--- src/rtl/if_stage.sv ---
// Generic FIFO with synchronous flush; head entry is visible combinationally.
// Latency: a push is visible at the head on the cycle after the write.
// Backpressure: none internally. Pushing while full is only legal if the same cycle pops.
module if_fifo #(
    parameter int W     = 32,
    parameter int DEPTH = 2
) (
    input  logic                     clk,
    input  logic                     rst,
    input  logic                     flush,
    input  logic                     push,
    input  logic [W-1:0]             push_dat,
    input  logic                     pop,
    output logic [W-1:0]             head_dat,
    output logic                     empty,
    output logic [$clog2(DEPTH):0]   count
);
    localparam int AW = $clog2(DEPTH);
    localparam logic [AW:0] FULL_CNT = (AW+1)'(DEPTH);

    logic [W-1:0]  mem [DEPTH];
    logic [AW-1:0] wr_ptr;
    logic [AW-1:0] rd_ptr;
    logic          full;
    logic          do_pop;

    assign empty    = (count == '0);
    assign full     = (count == FULL_CNT);
    assign do_pop   = pop && !empty;
    assign head_dat = mem[rd_ptr];

    always_ff @(posedge clk or posedge rst) begin
        if (rst) begin
            wr_ptr <= '0;
            rd_ptr <= '0;
            count  <= '0;
        end else if (flush) begin
            wr_ptr <= '0;
            rd_ptr <= '0;
            count  <= '0;
        end else begin
            if (push)
                wr_ptr <= wr_ptr + AW'(1);
            if (do_pop)
                rd_ptr <= rd_ptr + AW'(1);
            count <= count + (AW+1)'(push) - (AW+1)'(do_pop);
        end
    end

    always_ff @(posedge clk) begin
        if (push && !flush)
            mem[wr_ptr] <= push_dat;
    end

    assert property (@(posedge clk) disable iff (rst) !(push && full && !pop));

endmodule

// RV32I fetch stage: owns the PC, issues imem requests, buffers responses for decode.
// Latency: request to decode-valid is imem latency + 1 cycle.
// Backpressure: requests stop when in-flight + buffered reaches DEPTH; decode stall holds the head.
module if_stage #(
    parameter int               XLEN     = 32,
    parameter logic [XLEN-1:0]  RESET_PC = '0,
    parameter int               DEPTH    = 2
) (
    input  logic             clk,
    input  logic             rst,
    output logic             imem_req_valid_o,
    input  logic             imem_req_ready_i,
    output logic [XLEN-1:0]  imem_req_addr_o,
    input  logic             imem_rsp_valid_i,
    input  logic [31:0]      imem_rsp_data_i,
    input  logic             redirect_i,
    input  logic [XLEN-1:0]  redirect_pc_i,
    output logic             id_valid_o,
    input  logic             id_ready_i,
    output logic [31:0]      id_instr_o,
    output logic [XLEN-1:0]  id_pc_o
);
    localparam int CW = $clog2(DEPTH) + 1;
    localparam logic [31:0] NOP_INSTR = 32'h0000_0013;

    typedef struct packed {
        logic [XLEN-1:0] pc;
        logic [31:0]     instr;
    } id_entry_t;

    logic [XLEN-1:0] pc;
    logic [CW-1:0]   inflight;
    logic [CW-1:0]   inflight_next;
    logic [CW-1:0]   drop;
    logic [CW-1:0]   fifo_count;
    logic [CW-1:0]   tag_count;
    logic [CW:0]     occupancy;
    logic            req_hs;
    logic            rsp_push;
    logic            id_pop;
    logic            fifo_empty;
    logic            tag_empty;
    logic [XLEN-1:0] rsp_pc;
    id_entry_t       head;
    id_entry_t       last;
    id_entry_t       shown;

    // Buffered entries count against the fetch budget so a response never finds the FIFO full.
    assign occupancy        = {1'b0, inflight} + {1'b0, fifo_count};
    assign imem_req_valid_o = !rst && !redirect_i && (occupancy < (CW+1)'(DEPTH));
    assign imem_req_addr_o  = pc;
    assign req_hs           = imem_req_valid_o && imem_req_ready_i;
    assign rsp_push         = imem_rsp_valid_i && !redirect_i && (drop == '0);
    assign inflight_next    = inflight + CW'(req_hs) - CW'(imem_rsp_valid_i);

    assign id_valid_o = !fifo_empty;
    assign id_pop     = id_valid_o && id_ready_i;
    assign shown      = fifo_empty ? last : head;
    assign id_instr_o = shown.instr;
    assign id_pc_o    = shown.pc;

    always_ff @(posedge clk or posedge rst) begin
        if (rst) begin
            pc       <= RESET_PC & ~XLEN'(3);
            inflight <= '0;
            drop     <= '0;
        end else begin
            inflight <= inflight_next;
            if (redirect_i) begin
                pc   <= redirect_pc_i & ~XLEN'(3);
                drop <= inflight_next;
            end else begin
                if (req_hs)
                    pc <= pc + XLEN'(4);
                if (imem_rsp_valid_i && (drop != '0))
                    drop <= drop - CW'(1);
            end
        end
    end

    always_ff @(posedge clk or posedge rst) begin
        if (rst)
            last <= {{XLEN{1'b0}}, NOP_INSTR};
        else if (!fifo_empty)
            last <= head;
    end

    // Tags are popped by every response, dropped or not, so they stay aligned across redirects.
    if_fifo #(.W(XLEN), .DEPTH(DEPTH)) u_tag_fifo (
        .clk      (clk),
        .rst      (rst),
        .flush    (1'b0),
        .push     (req_hs),
        .push_dat (pc),
        .pop      (imem_rsp_valid_i),
        .head_dat (rsp_pc),
        .empty    (tag_empty),
        .count    (tag_count)
    );

    if_fifo #(.W($bits(id_entry_t)), .DEPTH(DEPTH)) u_instr_fifo (
        .clk      (clk),
        .rst      (rst),
        .flush    (redirect_i),
        .push     (rsp_push),
        .push_dat ({rsp_pc, imem_rsp_data_i}),
        .pop      (id_pop),
        .head_dat (head),
        .empty    (fifo_empty),
        .count    (fifo_count)
    );

    assert property (@(posedge clk) disable iff (rst) imem_rsp_valid_i |-> !tag_empty);
    assert property (@(posedge clk) disable iff (rst)
        (inflight == tag_count) && (drop <= inflight) && (inflight <= CW'(DEPTH)));

endmodule

--- config.mk ---
export PLATFORM = sky130hd
export DESIGN_NAME = if_stage
export DESIGN_NICKNAME = d
export VERILOG_FILES = /design/src/rtl/if_stage.sv
export SDC_FILE = /design/constraint.sdc
export NUM_CORES = 1
export LEC_CHECK = 0
export CAP_MARGIN = 20
export CORE_UTILIZATION = 50
export CTS_BUF_LIST = sky130_fd_sc_hd__clkbuf_8
export CTS_CLUSTER_SIZE = 8
export DETAILED_ROUTE_END_ITERATION = 10
export PLACE_DENSITY_LB_ADDON = 0.2
export SETUP_SLACK_MARGIN = 0.5
export SKIP_CTS_REPAIR_TIMING = 1
export SLEW_MARGIN = 20
export SYNTH_ARGS = -nofsm -noshare
export SYNTH_HDL_FRONTEND = slang
export SYNTH_HIERARCHICAL = 1
export SYNTH_SLANG_ARGS = --single-unit
--- constraint.sdc ---
create_clock -name clk -period 5.59 [get_ports clk]
set_input_delay 1.118 -clock clk [delete_from_list [all_inputs] [get_ports clk]]
set_output_delay 1.118 -clock clk [all_outputs]
set_load 0.01 [all_outputs]
Yosys cells after proc, flatten, opt, wreduce, memory -nomap -nowiden:

Memories as Yosys holds them, arrays and structs flattened.
Cells that the tools add are included.

* flip-flop bits (word level): 108
* bits in writable memories: 192
* input port bits: 70
* output and inout port bits: 98
* word-level logic and storage cells: 63
* memories: 2

* add/subtract/negate cells: 13
* $lt $le $gt $ge: 1
* muxes and demuxes: 14
* reductions and logical operators: 22

Memory list
* u_instr_fifo.mem: words 2, width 64, read ports 1, clocked after memory_dff 0, wr ports 1, RTL line 21 `logic [W-1:0] mem [DEPTH];`
* u_tag_fifo.mem: words 2, width 32, read ports 1, clocked after memory_dff 0, wr ports 1, RTL line 21

Operators by type and width (count)
* $mux 32: 2
* $mux 64: 1
* $add 32x3->32 const B: 1
* $logic_and 1x1->1: 10
* $reduce_bool 2->1: 5
* $mux 1: 8
* $add 2x1->2: 3
* $logic_not 2->1: 3
* $mux 2: 3
* $sub 2x1->2: 3
* $add 1x1->1 const B: 4
* $logic_not 1->1: 4
* $add 2x2->3: 1
* $lt 3x2->1 const B: 1
* $sub 2x1->2 const B: 1

Longest topological paths before layout:

* depth after elaboration: 7
* mapped depth: 12

Cells and area by module:

The synthesis kept the hierarchy.

Modules (own cells, without submodules)
* if_fifo (u_instr_fifo): instances 1, cells each 220, area each 4860.9 um^2, sequential area each 3943.8 um^2
* if_stage: instances 1, cells each 378, area each 4466.8 um^2, sequential area each 2456.1 um^2
* if_fifo (u_tag_fifo): instances 1, cells each 121, area each 2568.7 um^2, sequential area each 2021.9 um^2

Worst setup path before layout:

No wires, ideal clock.

* kind: input to register
* start point: in redirect_i
* end point: mem u_instr_fifo/mem[0][0] (netlist name), enable pin
* setup time: 0.578 ns
* data arrival time: 6.386 ns
* data required time: 5.012 ns
* setup slack: -1.375 ns
* stages: 4
* path buffers: 1
* cells stage by stage: clkbuf_1 > clkinv_1 > and3_1 > nor3b_1

* cells in the longest elaborated chain, start to end: 6

RTL lines
* from (decl): RTL line 74 `input logic redirect_i,`
* $logic_not 1->1: RTL line 111 `assign rsp_push = imem_rsp_valid_i && !redirect_i && (drop == '0);`
* $logic_and 1x1->1 (2 in a row): RTL line 111
* net rsp_push: RTL line 97 `logic rsp_push;`
* $logic_and 1x1->1: RTL line 51 `if (push && !flush)`
* $mux 1: RTL line 51
* $mux 1 (not written as such): RTL line 52 `mem[wr_ptr] <= push_dat;`
* to (decl): RTL line 21

The timed path passes the listed nets, and every way through them passes these cells.

==> summary.md <==
| Metric | Value |
|---|---|
| Status | finished, final reports clean |
| Initial Util | 50.82% |
| Die extent in x | 156.2 um |
| Hold path start | last[46] |
| Setup Viol. Count Final | 0 |
| Post-route ant nets | 0 |
| Power per cell area | 427.8 nW/um2 |
| Kind of critical path | reg2out |
| Worst r2r src | u_instr_fifo/count[0] |
| Syn_area_per_cell | 16.56 um2 |
| Ys Warns | 6 |
| Hold Path Class | reg2reg |
| Reg2Reg Capture Point | u_tag_fifo/mem[1][23] |
| RePlAce Congestion | 0.8659 |
| Layout cells sized above 1 | 26.30% |
| Slew at the pin with the worst max-slew slack | 1.059 ns |
| Req. time, crit path | 4.47 ns |
| Final period util | 78.79% |
| CTS tree | built |
| Crit Path Max Fanout | 40 |
| Initial antenna violation count | 1 |
| Post-route cell area | 14,830 um2 |
| I/O Buffers | 163 |
| Hold WS | 0.4915 ns |
| Max-cap violations | 0 |
| Via Count | 6,906 |
| IO Count | 168 |
| CORE AREA | 23,400 um2 |
| Minimum clock period | 4.404 ns |
| Layout fillers | 1,742 |
| Global-route wire length before repair | 38,850 um |
| Mapped Area | 11,890 um2 |
| Startpoint Class | flop |
| Post-layout util | 63.38% |
| Avg Vias per Cell | 5.387 |
| H-tree depth | 2 |
| Detailed Route Iter0 Violations | 378 |
| # rows | 56 |
| Clock buffer count from CTS | 48 |
| Static leakage | 5.563 nW |
| Clock sinks | 298 |
| Arr. time, crit path | 3.29 ns |
| Final net count | 1,004 |
| Worst skew pair latency | 0.54 ns |
| Drc violations | 0 |
| Tot GR Track Use | 20.93% |
| Worst R2R Path Depth | 7 |
| Clk buf depth | 3 |
| Setup Skew | 0.01227 ns |
| Vias in the first global route | 7,469 |
| Pin count of the biggest net entering global routing | 72 |
| Root Buffer | clkbuf_8 |
| Hold EP | last[46] |
| VDD IR max | 236.3 uV |
| Synth Instances | 718 |
| Pre-Repair DR Iteration Count | 5 |
| RSZ-0062 raised after global routing | false |
| Crit. End Element | output pin |
| R2R Setup Slk | 2.08 ns |
| WHS Path Cells | 1 |
| Clock edge transition at the registers on the reported setup and hold paths | 0.06 ns |
| Grt ovf | 0 |
| Drt total wl | 24,700 um |
| Placed cell area | 13,910 um2 |
| Relative slew slack | 29.41% |
| Die height | 156.2 um |
| Average wire per standard cell | 19.26 um |
| Fin Setup TNS | 0 ns |
| Achievable frequency | 227.1 MHz |
| Die Footprint | 24,410 um2 |
| Area growth syn-to-layout | 24.71% |
| Register area | 8423 um2 |
| Total power | 6.345 mW |
| DP HPWL | 15,640 um |
| Area taken by multi-input logic gates | 3278 um2 |
| Final hold vios | 0 |
| Max-slew violation count | 0 |
per-stage QoR:
stage,worst slack [ns],instances
final,1.186,1282
after global routing,1.037,1281
after global placement,1.577,1193
after floorplan,0.6980,730
after detailed placement,1.493,1193
after CTS,1.086,1280
metal layers:
metal / track usage, % / part of all wire, % / up-vias
li1: - / - / 3123
met1: 24.06 / 39 / 3452
met2: 36.33 / 50 / 259
met3: 5.788 / 6.8 / 72
met4: 9.617 / 3.7 / 0
met5: 0 / 0 / -
layout by cell type (no fill, tap or decap), types with 3 or more instances in the layout:
| master | n |
|---|---|
| nor2b_1 | 5 |
| nor4_1 | 4 |
| mux2_2 | 160 |
| edfxtp_1 | 192 |
| and3_1 | 7 |
| a221o_1 | 5 |
| nand2_1 | 32 |
| buf_4 | 9 |
| a21oi_1 | 4 |
| a32oi_1 | 4 |
| nand4_1 | 10 |
| dfstp_2 | 3 |
| conb_1 | 13 |
| nor3_1 | 4 |
| o21ai_1 | 11 |
| and2_1 | 4 |
| clkdlybuf4s50_1 | 162 |
| o311ai_1 | 4 |
| a31oi_1 | 7 |
| dfrtp_1 | 102 |
| buf_12 | 3 |
| clkinv_2 | 4 |
| nor2_1 | 20 |
| xnor2_1 | 5 |
| clkbuf_8 | 54 |
| inv_1 | 43 |
| o21ai_0 | 12 |
| ha_1 | 8 |
| o211ai_1 | 6 |
| nand3_1 | 21 |
power by group:
group          switching, mW  internal, mW  total (mW)
logic                  0.740         0.990        1.73
clock network          0.793         0.925        1.72
registers              0.156          2.74        2.90
worst max-delay path by stage:
stage | startpoint | endpoint | slack (ns) | cells past startpoint
3_3_place_gp | rst | u_tag_fifo/mem[1][19] | 1.58 | 6
4_1_cts | u_instr_fifo/rd_ptr | id_pc_o[1] | 1.09 | 4
2_1_floorplan | redirect_i | u_tag_fifo/mem[0][0] | 0.70 | 5
5_1_grt | u_instr_fifo/rd_ptr | id_pc_o[7] | 1.04 | 4
6_report | u_instr_fifo/rd_ptr | id_pc_o[1] | 1.19 | 4
3_5_place_dp | rst | u_tag_fifo/mem[1][20] | 1.49 | 6
critical path, stage by stage, from the launching register on:
cell and delay [ns]:
dfrtp_2 1.06, buf_4 0.50, mux2_2 0.39, mux2_2 0.28, clkdlybuf4s50_1 0.51
layout make-up:
cell class                      instances  area share, %
Timing Repair Buffer                  175          11.83
Tap cell                              319          2.691
Antenna cell                            1        0.01687
Sequential cell                       298          56.79
Clock inverter                         33          1.046
Multi-Input combinational cell        383          22.10
Inverter                               19         0.5146
Clock buffer                           54          5.011
flip-flops by register name (all words and copies together), names as in the netlist, 2 cells and up:
name                cells
inflight                2
imem_req_addr_o        30
u_instr_fifo/count      2
u_tag_fifo/count        2
last                   64
u_instr_fifo/mem      128
u_tag_fifo/mem         64
drop                    2
Note: power is estimated with default switching activity, not from simulation.
